$ cat config.mk
export PLATFORM = sky130hd
export DESIGN_NAME = oled_ssd1331_seq_ctrl_flat
export DESIGN_NICKNAME = d
export VERILOG_FILES = /design/src/rtl/oled_ssd1331_seq_ctrl_if.sv /design/src/rtl/oled_ssd1331_seq_ctrl.sv /design/src/flat_wrapper.sv
export SDC_FILE = /design/constraint.sdc
export NUM_CORES = 1
export LEC_CHECK = 0
export CORE_ASPECT_RATIO = 0.7
export CORE_MARGIN = 2
export CORE_UTILIZATION = 58
export DETAILED_ROUTE_END_ITERATION = 12
export GPL_ROUTABILITY_DRIVEN = 0
export PLACE_DENSITY = 0.92
export SYNTH_ARGS = -nofsm -noshare
export SYNTH_HDL_FRONTEND = slang
export SYNTH_SLANG_ARGS = --single-unit
$ cat constraint.sdc
create_clock -name i_CLK -period 10.3 [get_ports i_CLK]
set_input_delay 1.03 -clock i_CLK [delete_from_list [all_inputs] [get_ports i_CLK]]
set_output_delay 1.03 -clock i_CLK [all_outputs]
set_load 0.01 [all_outputs]
$ cat src/rtl/oled_ssd1331_seq_ctrl_if.sv
// Request/handshake and PMOD pin bundle for the SSD1331 sequencer.
// master: upstream drawing logic; slave: the sequencer itself.
interface oled_ssd1331_seq_ctrl_if #(
  parameter int WIDTH = 8,
  parameter int N_MAX = 16,
  parameter int NW    = $clog2(N_MAX + 1)
);
  logic [1:0]             i_MODE;
  logic                   i_START;
  logic [WIDTH*N_MAX-1:0] i_DATA;
  logic [N_MAX-1:0]       i_DC;
  logic [NW-1:0]          i_N_transmit;
  logic                   o_CS;
  logic                   o_MOSI;
  logic                   o_SCK;
  logic                   o_DC;
  logic                   o_RES;
  logic                   o_VCCEN;
  logic                   o_PMODEN;
  logic                   o_BUSY;
  logic                   o_DONE;
  logic                   o_ON;
  logic                   o_ERR;

  modport master (
    output i_MODE, i_START, i_DATA, i_DC, i_N_transmit,
    input  o_CS, o_MOSI, o_SCK, o_DC, o_RES, o_VCCEN, o_PMODEN,
    input  o_BUSY, o_DONE, o_ON, o_ERR
  );

  modport slave (
    input  i_MODE, i_START, i_DATA, i_DC, i_N_transmit,
    output o_CS, o_MOSI, o_SCK, o_DC, o_RES, o_VCCEN, o_PMODEN,
    output o_BUSY, o_DONE, o_ON, o_ERR
  );
endinterface

$ cat src/rtl/oled_ssd1331_seq_ctrl.sv
// SSD1331 PMOD controller: power-rail/reset sequencing, multi-byte command/data
// bursts with per-byte D/C, and a mode-3 SPI serializer (SCK idles high).
module oled_ssd1331_seq_ctrl #(
  parameter int WIDTH   = 8,
  parameter int N_MAX   = 16,
  parameter int CLK_DIV = 4,
  parameter int T_PWR   = 20,
  parameter int T_RES   = 10,
  parameter int T_VCC   = 40
) (
  input logic i_CLK,
  input logic i_RST,
  oled_ssd1331_seq_ctrl_if.slave bus
);
  localparam int NW    = $clog2(N_MAX + 1);
  localparam int TM_A  = (T_PWR > T_RES) ? T_PWR : T_RES;
  localparam int TM_B  = (T_VCC > CLK_DIV) ? T_VCC : CLK_DIV;
  localparam int TMAX  = (TM_A > TM_B) ? TM_A : TM_B;
  localparam int CW    = $clog2(TMAX + 1);
  localparam int BW    = (WIDTH > 1) ? $clog2(WIDTH) : 1;

  localparam logic [1:0]       MODE_NOP   = 2'b00;
  localparam logic [1:0]       MODE_BURST = 2'b01;
  localparam logic [1:0]       MODE_ON    = 2'b10;
  localparam logic [1:0]       MODE_OFF   = 2'b11;
  localparam logic [WIDTH-1:0] CMD_DISP_ON  = WIDTH'(8'hAF);
  localparam logic [WIDTH-1:0] CMD_DISP_OFF = WIDTH'(8'hAE);
  localparam logic [NW-1:0]    N_MAX_W    = NW'(N_MAX);
  localparam logic [BW-1:0]    LAST_BIT   = BW'(WIDTH - 1);
  localparam logic [CW-1:0]    DIV_LD     = CW'(CLK_DIV - 1);

  typedef enum logic [3:0] {
    IDLE, PWR_VDD, PWR_RES, PWR_RWAIT, PWR_VCC,
    TX_START, TX_SHIFT, TX_GAP, OFF_VCC, FINISH
  } state_t;

  state_t                 state;
  logic [CW-1:0]          cnt;
  logic [NW-1:0]          idx;
  logic [NW-1:0]          n_q;
  logic [1:0]             op_q;
  logic [BW-1:0]          bit_cnt;
  logic [WIDTH-1:0]       sh_q;
  logic [WIDTH*N_MAX-1:0] data_q;
  logic [N_MAX-1:0]       dc_q;
  logic                   start_ok;
  logic                   start_bad;
  logic [NW-1:0]          n_clip;
  logic [WIDTH-1:0]       cur_byte;
  logic                   cur_dc;

  // Request qualification: only IDLE listens, and each mode must fit the power state.
  always_comb begin
    start_ok  = 1'b0;
    start_bad = 1'b0;
    n_clip    = (bus.i_N_transmit > N_MAX_W) ? N_MAX_W : bus.i_N_transmit;
    if (state == IDLE && bus.i_START && bus.i_MODE != MODE_NOP) begin
      start_ok  = (bus.i_MODE == MODE_ON) ? !bus.o_ON : bus.o_ON;
      start_bad = !start_ok;
    end
  end

  // Select the byte and D/C flag addressed by the burst index.
  always_comb begin
    cur_byte = '0;
    cur_dc   = 1'b0;
    for (int k = 0; k < N_MAX; k++) begin
      if (idx == NW'(k)) begin
        cur_byte = data_q[k*WIDTH +: WIDTH];
        cur_dc   = dc_q[k];
      end
    end
  end

  // Payload capture on acceptance; power requests carry their one display command.
  always_ff @(posedge i_CLK) begin
    if (start_ok) begin
      if (bus.i_MODE == MODE_BURST) begin
        data_q <= bus.i_DATA;
        dc_q   <= bus.i_DC;
      end else begin
        data_q              <= '0;
        data_q[WIDTH-1:0]   <= (bus.i_MODE == MODE_ON) ? CMD_DISP_ON : CMD_DISP_OFF;
        dc_q                <= '0;
      end
    end
  end

  // Main sequencer: power steps, byte dispatch and bit serialisation, all outputs registered.
  always_ff @(posedge i_CLK or posedge i_RST) begin
    if (i_RST) begin
      state        <= IDLE;
      cnt          <= '0;
      idx          <= '0;
      n_q          <= '0;
      op_q         <= MODE_NOP;
      bit_cnt      <= '0;
      sh_q         <= '0;
      bus.o_CS     <= 1'b1;
      bus.o_SCK    <= 1'b1;
      bus.o_MOSI   <= 1'b0;
      bus.o_DC     <= 1'b0;
      bus.o_RES    <= 1'b1;
      bus.o_VCCEN  <= 1'b0;
      bus.o_PMODEN <= 1'b0;
      bus.o_BUSY   <= 1'b0;
      bus.o_DONE   <= 1'b0;
      bus.o_ON     <= 1'b0;
      bus.o_ERR    <= 1'b0;
    end else begin
      bus.o_DONE <= 1'b0;
      bus.o_ERR  <= 1'b0;
      case (state)
        IDLE: begin
          idx <= '0;
          if (start_bad) begin
            bus.o_ERR <= 1'b1;
          end else if (start_ok) begin
            bus.o_BUSY <= 1'b1;
            op_q       <= bus.i_MODE;
            if (bus.i_MODE == MODE_ON) begin
              state        <= PWR_VDD;
              bus.o_PMODEN <= 1'b1;
              cnt          <= CW'(T_PWR - 1);
              n_q          <= NW'(1);
            end else begin
              // TX_GAP with an expired count acts as the byte dispatcher.
              state <= TX_GAP;
              cnt   <= '0;
              n_q   <= (bus.i_MODE == MODE_BURST) ? n_clip : NW'(1);
            end
          end
        end
        PWR_VDD: begin
          if (cnt == '0) begin
            state     <= PWR_RES;
            bus.o_RES <= 1'b0;
            cnt       <= CW'(T_RES - 1);
          end else cnt <= cnt - 1'b1;
        end
        PWR_RES: begin
          if (cnt == '0) begin
            state     <= PWR_RWAIT;
            bus.o_RES <= 1'b1;
            cnt       <= CW'(T_PWR - 1);
          end else cnt <= cnt - 1'b1;
        end
        PWR_RWAIT: begin
          if (cnt == '0) begin
            state       <= PWR_VCC;
            bus.o_VCCEN <= 1'b1;
            cnt         <= CW'(T_VCC - 1);
          end else cnt <= cnt - 1'b1;
        end
        PWR_VCC: begin
          if (cnt == '0) begin
            state <= TX_GAP;
            cnt   <= '0;
          end else cnt <= cnt - 1'b1;
        end
        TX_START: begin
          if (cnt == '0) begin
            state     <= TX_SHIFT;
            bus.o_SCK <= 1'b0;
            bit_cnt   <= '0;
            cnt       <= DIV_LD;
          end else cnt <= cnt - 1'b1;
        end
        TX_SHIFT: begin
          if (cnt != '0) begin
            cnt <= cnt - 1'b1;
          end else begin
            cnt <= DIV_LD;
            if (!bus.o_SCK) begin
              bus.o_SCK <= 1'b1;
            end else if (bit_cnt == LAST_BIT) begin
              state    <= TX_GAP;
              bus.o_CS <= 1'b1;
              idx      <= idx + 1'b1;
            end else begin
              // MOSI only moves on the falling edge so it is stable at the panel's rising-edge sample.
              bus.o_SCK  <= 1'b0;
              bit_cnt    <= bit_cnt + 1'b1;
              sh_q       <= sh_q << 1;
              bus.o_MOSI <= sh_q[WIDTH-2];
            end
          end
        end
        TX_GAP: begin
          if (cnt != '0) begin
            cnt <= cnt - 1'b1;
          end else if (idx < n_q) begin
            state      <= TX_START;
            bus.o_CS   <= 1'b0;
            bus.o_DC   <= cur_dc;
            bus.o_MOSI <= cur_byte[WIDTH-1];
            sh_q       <= cur_byte;
            cnt        <= DIV_LD;
          end else if (op_q == MODE_OFF) begin
            state       <= OFF_VCC;
            bus.o_VCCEN <= 1'b0;
            cnt         <= CW'(T_VCC - 1);
          end else begin
            state      <= FINISH;
            bus.o_BUSY <= 1'b0;
            bus.o_DONE <= 1'b1;
            if (op_q == MODE_ON) bus.o_ON <= 1'b1;
          end
        end
        OFF_VCC: begin
          if (cnt == '0) begin
            state        <= FINISH;
            bus.o_PMODEN <= 1'b0;
            bus.o_ON     <= 1'b0;
            bus.o_BUSY   <= 1'b0;
            bus.o_DONE   <= 1'b1;
          end else cnt <= cnt - 1'b1;
        end
        FINISH:  state <= IDLE;
        default: state <= IDLE;
      endcase
    end
  end
endmodule

$ cat src/flat_wrapper.sv
// flat-port wrapper written by rule: the top's interface ports become plain ports
module oled_ssd1331_seq_ctrl_flat 
#(
  parameter int WIDTH   = 8,
  parameter int N_MAX   = 16,
  parameter int CLK_DIV = 4,
  parameter int T_PWR   = 20,
  parameter int T_RES   = 10,
  parameter int T_VCC   = 40
)
  (i_CLK, i_RST, bus_i_MODE, bus_i_START, bus_i_DATA, bus_i_DC, bus_i_N_transmit, bus_o_CS, bus_o_MOSI, bus_o_SCK, bus_o_DC, bus_o_RES, bus_o_VCCEN, bus_o_PMODEN, bus_o_BUSY, bus_o_DONE, bus_o_ON, bus_o_ERR);
  oled_ssd1331_seq_ctrl_if #(.WIDTH(WIDTH), .N_MAX(N_MAX)) bus_i ();
  input logic i_CLK;
  input logic i_RST;
  input wire logic [$bits(bus_i.i_MODE)-1:0] bus_i_MODE;
  input wire logic [$bits(bus_i.i_START)-1:0] bus_i_START;
  input wire logic [$bits(bus_i.i_DATA)-1:0] bus_i_DATA;
  input wire logic [$bits(bus_i.i_DC)-1:0] bus_i_DC;
  input wire logic [$bits(bus_i.i_N_transmit)-1:0] bus_i_N_transmit;
  output wire logic [$bits(bus_i.o_CS)-1:0] bus_o_CS;
  output wire logic [$bits(bus_i.o_MOSI)-1:0] bus_o_MOSI;
  output wire logic [$bits(bus_i.o_SCK)-1:0] bus_o_SCK;
  output wire logic [$bits(bus_i.o_DC)-1:0] bus_o_DC;
  output wire logic [$bits(bus_i.o_RES)-1:0] bus_o_RES;
  output wire logic [$bits(bus_i.o_VCCEN)-1:0] bus_o_VCCEN;
  output wire logic [$bits(bus_i.o_PMODEN)-1:0] bus_o_PMODEN;
  output wire logic [$bits(bus_i.o_BUSY)-1:0] bus_o_BUSY;
  output wire logic [$bits(bus_i.o_DONE)-1:0] bus_o_DONE;
  output wire logic [$bits(bus_i.o_ON)-1:0] bus_o_ON;
  output wire logic [$bits(bus_i.o_ERR)-1:0] bus_o_ERR;
  assign bus_i.i_MODE = bus_i_MODE;
  assign bus_i.i_START = bus_i_START;
  assign bus_i.i_DATA = bus_i_DATA;
  assign bus_i.i_DC = bus_i_DC;
  assign bus_i.i_N_transmit = bus_i_N_transmit;
  assign bus_o_CS = bus_i.o_CS;
  assign bus_o_MOSI = bus_i.o_MOSI;
  assign bus_o_SCK = bus_i.o_SCK;
  assign bus_o_DC = bus_i.o_DC;
  assign bus_o_RES = bus_i.o_RES;
  assign bus_o_VCCEN = bus_i.o_VCCEN;
  assign bus_o_PMODEN = bus_i.o_PMODEN;
  assign bus_o_BUSY = bus_i.o_BUSY;
  assign bus_o_DONE = bus_i.o_DONE;
  assign bus_o_ON = bus_i.o_ON;
  assign bus_o_ERR = bus_i.o_ERR;
  oled_ssd1331_seq_ctrl #(.WIDTH(WIDTH), .N_MAX(N_MAX), .CLK_DIV(CLK_DIV), .T_PWR(T_PWR), .T_RES(T_RES), .T_VCC(T_VCC)) u_core (.i_CLK(i_CLK), .i_RST(i_RST), .bus(bus_i));
endmodule
=== After elaboration in Yosys (flattened, before gate mapping) ===
Cells that the tools add are included.

* Register bits after elaboration: 187

* $add $sub $neg: 3
* Order comparisons: 2
* Equality and inequality tests: 49
* Multiplexer cells: 130
* Bitwise operators: 2
* Reductions and logical operators: 32

{| class="wikitable"
|+ Operators with widths
! kind !! number
|-
| $mux W8 || 17
|-
| $mux W6 || 12
|-
| $mux W1 || 57
|-
| $pmux W6 S9 || 1
|-
| $mux W4 || 13
|-
| $eq A5 B4 Y1 const B || 8
|-
| $pmux W4 S9 || 1
|-
| $mux W5 || 7
|-
| $mux W7 || 5
|-
| $ne A2 B1 Y1 const B || 12
|-
| $eq A5 B3 Y1 const B || 4
|-
| $reduce_and A5 Y1 || 4
|-
| $reduce_and A6 Y1 || 3
|-
| $eq A4 B3 Y1 const B || 4
|-
| $ne A2 B2 Y1 const B || 8
|-
| $pmux W1 S2 || 8
|-
| $reduce_bool A2 Y1 || 8
|-
| $mux W3 || 5
|-
| $pmux W7 S2 || 1
|-
| $reduce_and A12 Y1 || 1
|-
| $reduce_and A3 Y1 || 4
|-
| $eq A5 B2 Y1 const B || 2
|-
| $pmux W5 S2 || 1
|-
| $reduce_bool A9 Y1 || 1
|-
| other kinds (25) || 31
|}

=== Logic depth before layout (Yosys ltp) ===
Gate-level depths: netlist of the first run.

* Depth in word-level cells: 20
* Mapped depth: 11
* Gate-level depth less buffers: 8

=== Worst setup path after synthesis of the first run ===
Ideal clock, no wire load.

* Path type: in2reg
* Start: input bus_i_MODE[0]
* End: register u_core.data_q[0] (enable)
* Setup time: 1.375 ns
* Arrival: 4.265 ns
* Required time: 8.925 ns
* Setup slack: 4.660 ns
* Cell stages on the path: 4
* Path buffers: 0
* Cell sequence: and2_1 o21a_1 nand2_1 clkinv_1

* Longest elaborated chain between the ends: 3
* Elaborated cells between the ends (all ways): 5
* Classes of those cells: eq/ne: 1; mux: 2; reduce/logical: 2

{| class="wikitable"
|+ RTL lines
! what !! line !! text
|-
| from (decl) || flat_wrapper.sv:15 || <nowiki>input wire logic [$bits(bus_i.i_MODE)-1:0] bus_i_MODE;</nowiki>
|-
| $eq A2 B2 Y1 / $reduce_bool A2 Y1 (equally long branches) || oled_ssd1331_seq_ctrl.sv:58, oled_ssd1331_seq_ctrl.sv:57 ||
|-
| $mux W1 / $logic_and A1 B1 Y1 (equally long branches) || oled_ssd1331_seq_ctrl.sv:58, oled_ssd1331_seq_ctrl.sv:57 ||
|-
| $mux W1 * || oled_ssd1331_seq_ctrl.sv:57 || <nowiki>if (state == IDLE && bus.i_START && bus.i_MODE != MODE_NOP) begin</nowiki>
|-
| net u_core.start_ok || oled_ssd1331_seq_ctrl.sv:46 || <nowiki>logic start_ok;</nowiki>
|-
| to (signal assigned) || oled_ssd1331_seq_ctrl.sv:79 || <nowiki>data_q <= bus.i_DATA;</nowiki>
|-
| to (signal, indexed assignment) || oled_ssd1331_seq_ctrl.sv:83 || <nowiki>data_q[WIDTH-1:0] <= (bus.i_MODE == MODE_ON) ? CMD_DISP_ON : CMD_DISP_OFF;</nowiki>
|-
| to (decl) || oled_ssd1331_seq_ctrl.sv:44 || <nowiki>logic [WIDTH*N_MAX-1:0] data_q;</nowiki>
|}

Mark *: on every way through the listed nets, which the timed path passes. The rest lies on a longest branch.
A chain may end at the register's enable or synchronous reset.

=== Final worst setup path of the first run ===
* Start: input bus_i_MODE[1]
* End: register u_core.data_q[79] (enable)

The elaborated chain is that of the path after synthesis.

==> results of run 1 <==
-- sequential cells by signal (all words and copies together), names as in the netlist, 2 cells and up --
signal and count:
u_core.cnt 6, u_core.sh_q 7, u_core.bit_cnt 3, u_core.idx 5, u_core.n_q 5, u_core.dc_q 16, u_core.op_q 2, u_core.data_q 128
u_core.state 4
-- worst max path at each step --
stage | startpoint | end | slack, ns | depth (start not counted)
floorplan | bus_i_MODE[0] | u_core.data_q[0] | 4.66 | 4
global route | bus_i_MODE[1] | u_core.data_q[86] | 6.26 | 6
detailed placement | bus_i_MODE[1] | u_core.data_q[116] | 6.02 | 6
global placement | bus_i_MODE[1] | u_core.data_q[105] | 6.17 | 6
finish | bus_i_MODE[1] | u_core.data_q[79] | 6.42 | 6
CTS | bus_i_MODE[1] | u_core.data_q[116] | 6.50 | 6
-- worst min-delay path, stage by stage (launching register included) --
cell,delay [ns]
dfrtp_1,0.35
nand2_1,0.05
o21ai_0,0.07
-- power by group --
part           switching, mW  total [mW]  internal, mW
combinational         0.0267      0.0893        0.0626
sequential                 0       0.810         0.810
clock                  0.296       0.660         0.364
-- through the flow --
step	hold slack, ns	instance area [um2]	instances	total power, mW	setup slack [ns]
3_5_place_dp	0.4941	11690	1264	0.9157	6.025
5_1_grt	0.5206	12270	1296	1.598	6.260
6_report	0.5056	12270	1296	1.560	6.418
3_3_place_gp	0.4688	11690	1264	0.9146	6.166
2_1_floorplan	0.4498	9966	924	0.8504	4.660
4_1_cts	0.5076	12270	1296	1.564	6.499
-- final cells by class --
type,instances,share of cell area (%)
sequential,187,44.04
clock inverter,13,1.244
multi-input combinational,642,33.90
timing repair buffer,174,13.99
clock buffer,19,3.528
inverter,30,0.9381
tap,231,2.355
-- metal layers --
layer | part of all wire, % | routed length (um) | up-vias | GRT usage, %
li1 | - | - | 3664 | -
met1 | 41 | 10620 | 3746 | 39.40
met2 | 44 | 11580 | 565 | 43.85
met3 | 12 | 3018 | 92 | 7.745
met4 | 3.4 | 881 | 0 | 12.79
met5 | 0 | 0 | - | 0
-- Yosys cell counts (all sizes together), types with 4 or more instances --
| cell type | number | share of area (%) |
|---|---|---|
| nor2 | 38 | 1.6 |
| and3 | 6 | 0.38 |
| nor4 | 7 | 0.50 |
| ha | 12 | 1.5 |
| o21ai | 65 | 3.3 |
| xnor2 | 4 | 0.35 |
| nor4b | 4 | 0.48 |
| a31oi | 12 | 0.82 |
| clkbuf | 43 | 1.6 |
| nand3 | 29 | 1.6 |
| o221ai | 8 | 0.70 |
| o31ai | 6 | 0.45 |
| a22oi | 8 | 0.60 |
| nand2 | 53 | 2.0 |
| o211ai | 6 | 0.45 |
| mux2 | 5 | 0.56 |
| and4bb | 6 | 0.75 |
| nor3b | 6 | 0.60 |
| a211oi | 9 | 0.73 |
| nor3 | 15 | 0.80 |
| and2 | 142 | 8.9 |
| buf | 22 | 1.3 |
| edfxtp | 144 | 43 |
| o22ai | 9 | 0.70 |
| dfrtp | 40 | 10 |
| inv | 28 | 1.1 |
| nand2b | 13 | 0.82 |
| a21oi | 58 | 3.0 |
| a32oi | 7 | 0.62 |
| nor2b | 27 | 1.7 |
| o21a | 4 | 0.30 |
| a21o | 5 | 0.38 |
| o32ai | 10 | 1.0 |
-- kinds of logic after synthesis --
| family | synth area share, % |
|---|---|
| AOI/OAI and AO/OA | 16.40 |
| DFF | 54.22 |
| muxes | 0.8663 |
| buffers and inverters | 4.105 |
| xor gates and xnor gates | 0.5273 |
| adders and majority gates | 1.607 |
| and+or+nand+nor | 22.27 |
-- cells in the final DEF, fill, tap and decap left out, types with 4 or more instances in the layout --
cell and count:
a211oi_1 8, a21o_1 5, a21oi_1 56, a22oi_1 8
a31oi_1 11, a32oi_1 7, and2_1 142, and3_1 6
buf_4 10, clkbuf_16 17, clkdlybuf4s50_1 164, dfrtp_1 40
edfxtp_1 144, ha_1 12, inv_1 28, inv_6 6
mux2_2 4, nand2_1 53, nand2b_1 13, nand3_1 28
nor2_1 36, nor2b_1 26, nor3_1 14, nor4_1 6
o211ai_1 6, o21a_1 4, o21ai_0 52, o21ai_1 13
o221ai_1 8, o22ai_1 8, o31ai_1 6, o32ai_1 8
xnor2_1 4
==> impl_metrics.json, run 1 <==
{
  "outcome": "finished, final reports clean",
  "antenna_left": 0,
  "path_clk_slew_ns": 0.07,
  "overflow": 0,
  "endpoint_kind": "flop",
  "netlist_instances": 924,
  "hpwl_um": 17990,
  "synth_ff_type": "edfxtp_1",
  "start_util_pct": 58.74,
  "synth-seq-area-share_pct": 54.22,
  "cap_violations": 0,
  "root_buffer": "clkbuf_16",
  "rsz0062_at_grt": "false",
  "routed_wl_um": 26100,
  "wl_per_cell_um": 20.14,
  "grt_pass1_vias": 7586,
  "dieArea_mm2": 0.01826,
  "post-cts-setup-buffers": 0,
  "cp.required_ns": 10.37,
  "min_to": "u_core.n_q[4]",
  "crit_buf_inv": 3,
  "nFillCells": 1134,
  "antennaDiodeCount": 0,
  "die_x_um": 160.7,
  "hold_start": "u_core.n_q[4]",
  "holdPathStages": 2,
  "final_util_pct": 72.32,
  "period_share_pct": 37.69,
  "drv_slew": 0,
  "io_pins": 165,
  "finalSetupViolCount": 0,
  "power.density_mw_per_mm2": 127.1,
  "fin_worst_skew_ns": 0.006510,
  "crit_chain": "clkdlybuf4s50_1 > nor3b_1 > o21a_1 > nand2_1 > inv_4 > buf_4",
  "synthesis.nets": 1090,
  "min_path_type": "flop to flop",
  "post_cts_resized": 0,
  "worstRegToRegCells": 4,
  "synth_edf_count": 144,
  "dr_total_vias": 8067,
  "reg2reg_slack_ns": 6.64,
  "drtIter0Drc": 1179,
  "ys_warn_count": 0,
  "nNetsFinal": 1218,
  "vias_per_cell": 6.225,
  "clk_latency_ns": 0.44,
  "syn2layout_area_growth_pct": 23.13,
  "drc": 0,
  "final_hold_viol_count": 0,
  "syn_area_mm2": 0.009966,
  "seq_area_mm2": 0.005404,
  "cpMaxStageDelayCell": "buf_4",
  "setup.worst_path.class": "input port to flop",
  "antenna_found_initial": 0,
  "r2r_end": "u_core.data_q[79]",
  "tns_ns": 0,
  "p_leak_nw": 4.166,
  "synthArstFlopShare_pct": 22.99,
  "die_h_um": 113.7,
  "grt_usage_pct": 28.84,
  "slew_headroom_pct": 29.14,
  "start_kind": "input port",
  "max_freq_mhz": 257.6,
  "period_needed_ns": 3.882,
  "peakVddDrop_uv": 85.50,
  "cpLargestDelayFamily": "buffers and inverters",
  "ys_ff_latch": 187,
  "clkSinkCount": 187,
  "rows": 40,
  "syn_avg_cell_area_um2": 10.79,
  "core_mm2": 0.01697,
  "slowest_delay_ns": 0.81,
  "tritoncts": "built",
  "reg2reg_from": "u_core.state[0]",
  "worstMarginPinSlew_ns": 1.063,
  "grt_max_degree": 148,
  "cts_hold_repair.buffers": 0,
  "drive_gt1_share_pct": 6.948,
  "multiInputGateArea_mm2": 0.004160,
  "numCtsBuffers": 17,
  "cts_htree_levels": 4,
  "ys_types": 89,
  "cts_buffer_depth": 2,
  "portBuffers": 164,
  "drtPass1Iterations": 6,
  "cp.arrival_ns": 3.95,
  "path_max_fanout": 79,
  "grt_pass1_wl_um": 40500
}
No activity file was read; power rests on OpenSTA's default activity.
==> run 2, diff against run 1 <==
--- a/config.mk
+++ b/config.mk
@@ -7,10 +7,10 @@
 export LEC_CHECK = 0
 export CORE_ASPECT_RATIO = 0.7
 export CORE_MARGIN = 2
-export CORE_UTILIZATION = 58
+export CORE_UTILIZATION = 54
 export DETAILED_ROUTE_END_ITERATION = 12
 export GPL_ROUTABILITY_DRIVEN = 0
-export PLACE_DENSITY = 0.92
+export PLACE_DENSITY = 0.87
 export SYNTH_ARGS = -nofsm -noshare
 export SYNTH_HDL_FRONTEND = slang
 export SYNTH_SLANG_ARGS = --single-unit
==> constraint.sdc (replaced) <==
create_clock -name i_CLK -period 4 [get_ports i_CLK]
set_input_delay 0.4 -clock i_CLK [delete_from_list [all_inputs] [get_ports i_CLK]]
set_output_delay 0.4 -clock i_CLK [all_outputs]
set_load 0.01 [all_outputs]
==> run 2 against run 1 <==
Combinational power grew to 2.5 times the previous value. Critical path type is now flop to flop. Largest power group unchanged. Non-clock buffer count increased by 2. Flip-flop and latch count did not move. Critical path depth up 2. Global-route usage shrank 1.6 points. Clock skew rose by 0.0019 ns. Highest routed layer unchanged. Total power grew to 2.6 times the previous value.
==> impl_metrics.json, run 2 (synthesized netlist as in run 1, its figures left out) <==
{
  "outcome": "finished, final reports clean",
  "cp.arrival_ns": 3.57,
  "largest-register": "u_core.data_q",
  "portBuffers": 164,
  "period_needed_ns": 3.189,
  "seq_area_mm2": 0.005404,
  "finalSetupViolCount": 0,
  "endpoint_kind": "flop",
  "root_buffer": "clkbuf_16",
  "clkPwrFrac_pct": 42.5,
  "switching_share_pct": 19.80,
  "path_clk_slew_ns": 0.07,
  "drive_gt1_share_pct": 7.123,
  "antennaDiodeCount": 0,
  "cp-startpoint": "u_core.idx[0]",
  "cts_htree_levels": 4,
  "drv_slew": 0,
  "fin_worst_skew_ns": 0.008395,
  "crit_chain": "inv_1 > ha_1 > or3b_1 > o32a_1 > o21ai_1 > nand3_1 > a31oi_1 > o221a_1",
  "tns_ns": 0,
  "reg_top3": "u_core.data_q x128, u_core.dc_q x16, u_core.sh_q x7",
  "worstMarginPinSlew_ns": 1.147,
  "cts_buffer_depth": 2,
  "start_util_pct": 55.19,
  "hpwl_um": 18630,
  "grt_usage_pct": 27.24,
  "die_h_um": 117.7,
  "grt_pass1_wl_um": 41720,
  "crit_buf_inv": 1,
  "switchingPower_mw": 0.7973,
  "io_pins": 165,
  "max_freq_mhz": 313.6,
  "clkSinkCount": 187,
  "die_x_um": 166.4,
  "dieArea_mm2": 0.01958,
  "intPower_mw": 3.230,
  "largest_reg_flops": 128,
  "syn2layout_area_growth_pct": 23.75,
  "post-cts-setup-buffers": 0,
  "routed_wl_um": 26440,
  "post_cts_resized": 0,
  "rsz0062_at_grt": "false",
  "drtIter0Drc": 1371,
  "cp.required_ns": 4.38,
  "power.density_mw_per_mm2": 326.5,
  "cpMaxStageDelayCell": "ha_1",
  "slew_headroom_pct": 23.56,
  "clk_latency_ns": 0.44,
  "multiInputGateArea_mm2": 0.004160,
  "cap_violations": 0,
  "rows": 41,
  "period_share_pct": 79.72,
  "fin_area_mm2": 0.01233,
  "drtPass1Iterations": 7,
  "tritoncts": "built",
  "final_common_cell": "clkdlybuf4s50_1",
  "path_max_fanout": 22,
  "cts_hold_repair.buffers": 0,
  "placed_cell_area_mm2": 0.01173,
  "final_util_pct": 68.30,
  "nFillCells": 1307,
  "antenna_found_initial": 0,
  "min_path_type": "input port to async pin",
  "power_frac_seq_pct": 51.8,
  "setup.worst_path.class": "flop to flop",
  "start_kind": "flop",
  "cpLargestDelayFamily": "compound AO/OA/AOI/OAI gates",
  "grt_max_degree": 77,
  "p_leak_nw": 4.183,
  "drc": 0,
  "nNetsFinal": 1220,
  "dr_total_vias": 8110,
  "overflow": 0,
  "numCtsBuffers": 17,
  "wl_per_cell_um": 20.29,
  "peakVddDrop_uv": 279.6,
  "power_frac_comb_pct": 5.6,
  "final_hold_viol_count": 0,
  "antenna_left": 0,
  "core_mm2": 0.01806,
  "vias_per_cell": 6.224,
  "grt_pass1_vias": 7653,
  "final_cell_mix": "164 x clkdlybuf4s50_1, 144 x edfxtp_1, 142 x and2_1, 56 x a21oi_1, 53 x nand2_1",
  "reg2reg_from": "u_core.idx[0]",
  "slowest_delay_ns": 0.69
}
-- run 2: metal layers --
metal	vias up	wire, um	track usage [%]	share of wire [%]
met2	584	11430	39.72	43
li1	3660	-	-	-
met3	88	3082	7.532	12
met1	3778	11190	39.63	42
met5	-	0	0	0
met4	0	733	8.836	2.8
-- run 2: worst register-to-register path: cells and delay by family (launching register included) --
kind                       cells  cell delay (ns)
adders and majority gates      1             0.69
buffers and inverters          1             0.14
and+or+nand+nor                2             0.71
AOI/OAI and AO/OA              4             1.14
DFF                            1             0.43
-- run 2: path summary, 6_finish.rpt --
path,end,slack [ns],depth (start not counted)
setup / recovery,u_core.bus.o_MOSI,0.81,8
hold / removal,u_core.n_q[2],0.42,3
setup reg to reg,u_core.bus.o_MOSI,0.81,8
hold reg to reg,u_core.n_q[4],0.49,2
max in group asynchronous,u_core.idx[0],3.18,3
min in group i_CLK,u_core.n_q[4],0.49,2
-- run 2: cell type report --
type                            count  share of cell area (%)
Tap cell                          236                   2.394
Multi-Input combinational cell    642                   33.73
Clock buffer                       22                   3.845
Timing Repair Buffer              176                   14.24
Clock inverter                     10                   1.035
Inverter                           30                  0.9333
Sequential cell                   187                   43.82
-- run 2: power by group through the flow --
stage,Combinational [mW],Clock [mW],Sequential (mW)
after global routing,0.248,1.78,2.09
final,0.227,1.71,2.09
after floorplan,0.0618,0,2.13
after global placement,0.227,0,2.13
after CTS,0.230,1.72,2.09
after detailed placement,0.228,0,2.13
-- run 2: through the flow --
stage / setup slack (ns) / cells / total power [mW] / hold WS, ns
after global routing: 0.6611 / 1303 / 4.116 / 0.4755
final: 0.8114 / 1303 / 4.027 / 0.4221
after floorplan: 0.8806 / 924 / 2.190 / 0.4498
after global placement: 1.189 / 1271 / 2.355 / 0.4774
after CTS: 0.9987 / 1303 / 4.036 / 0.4371
after detailed placement: 1.026 / 1271 / 2.356 / 0.4905
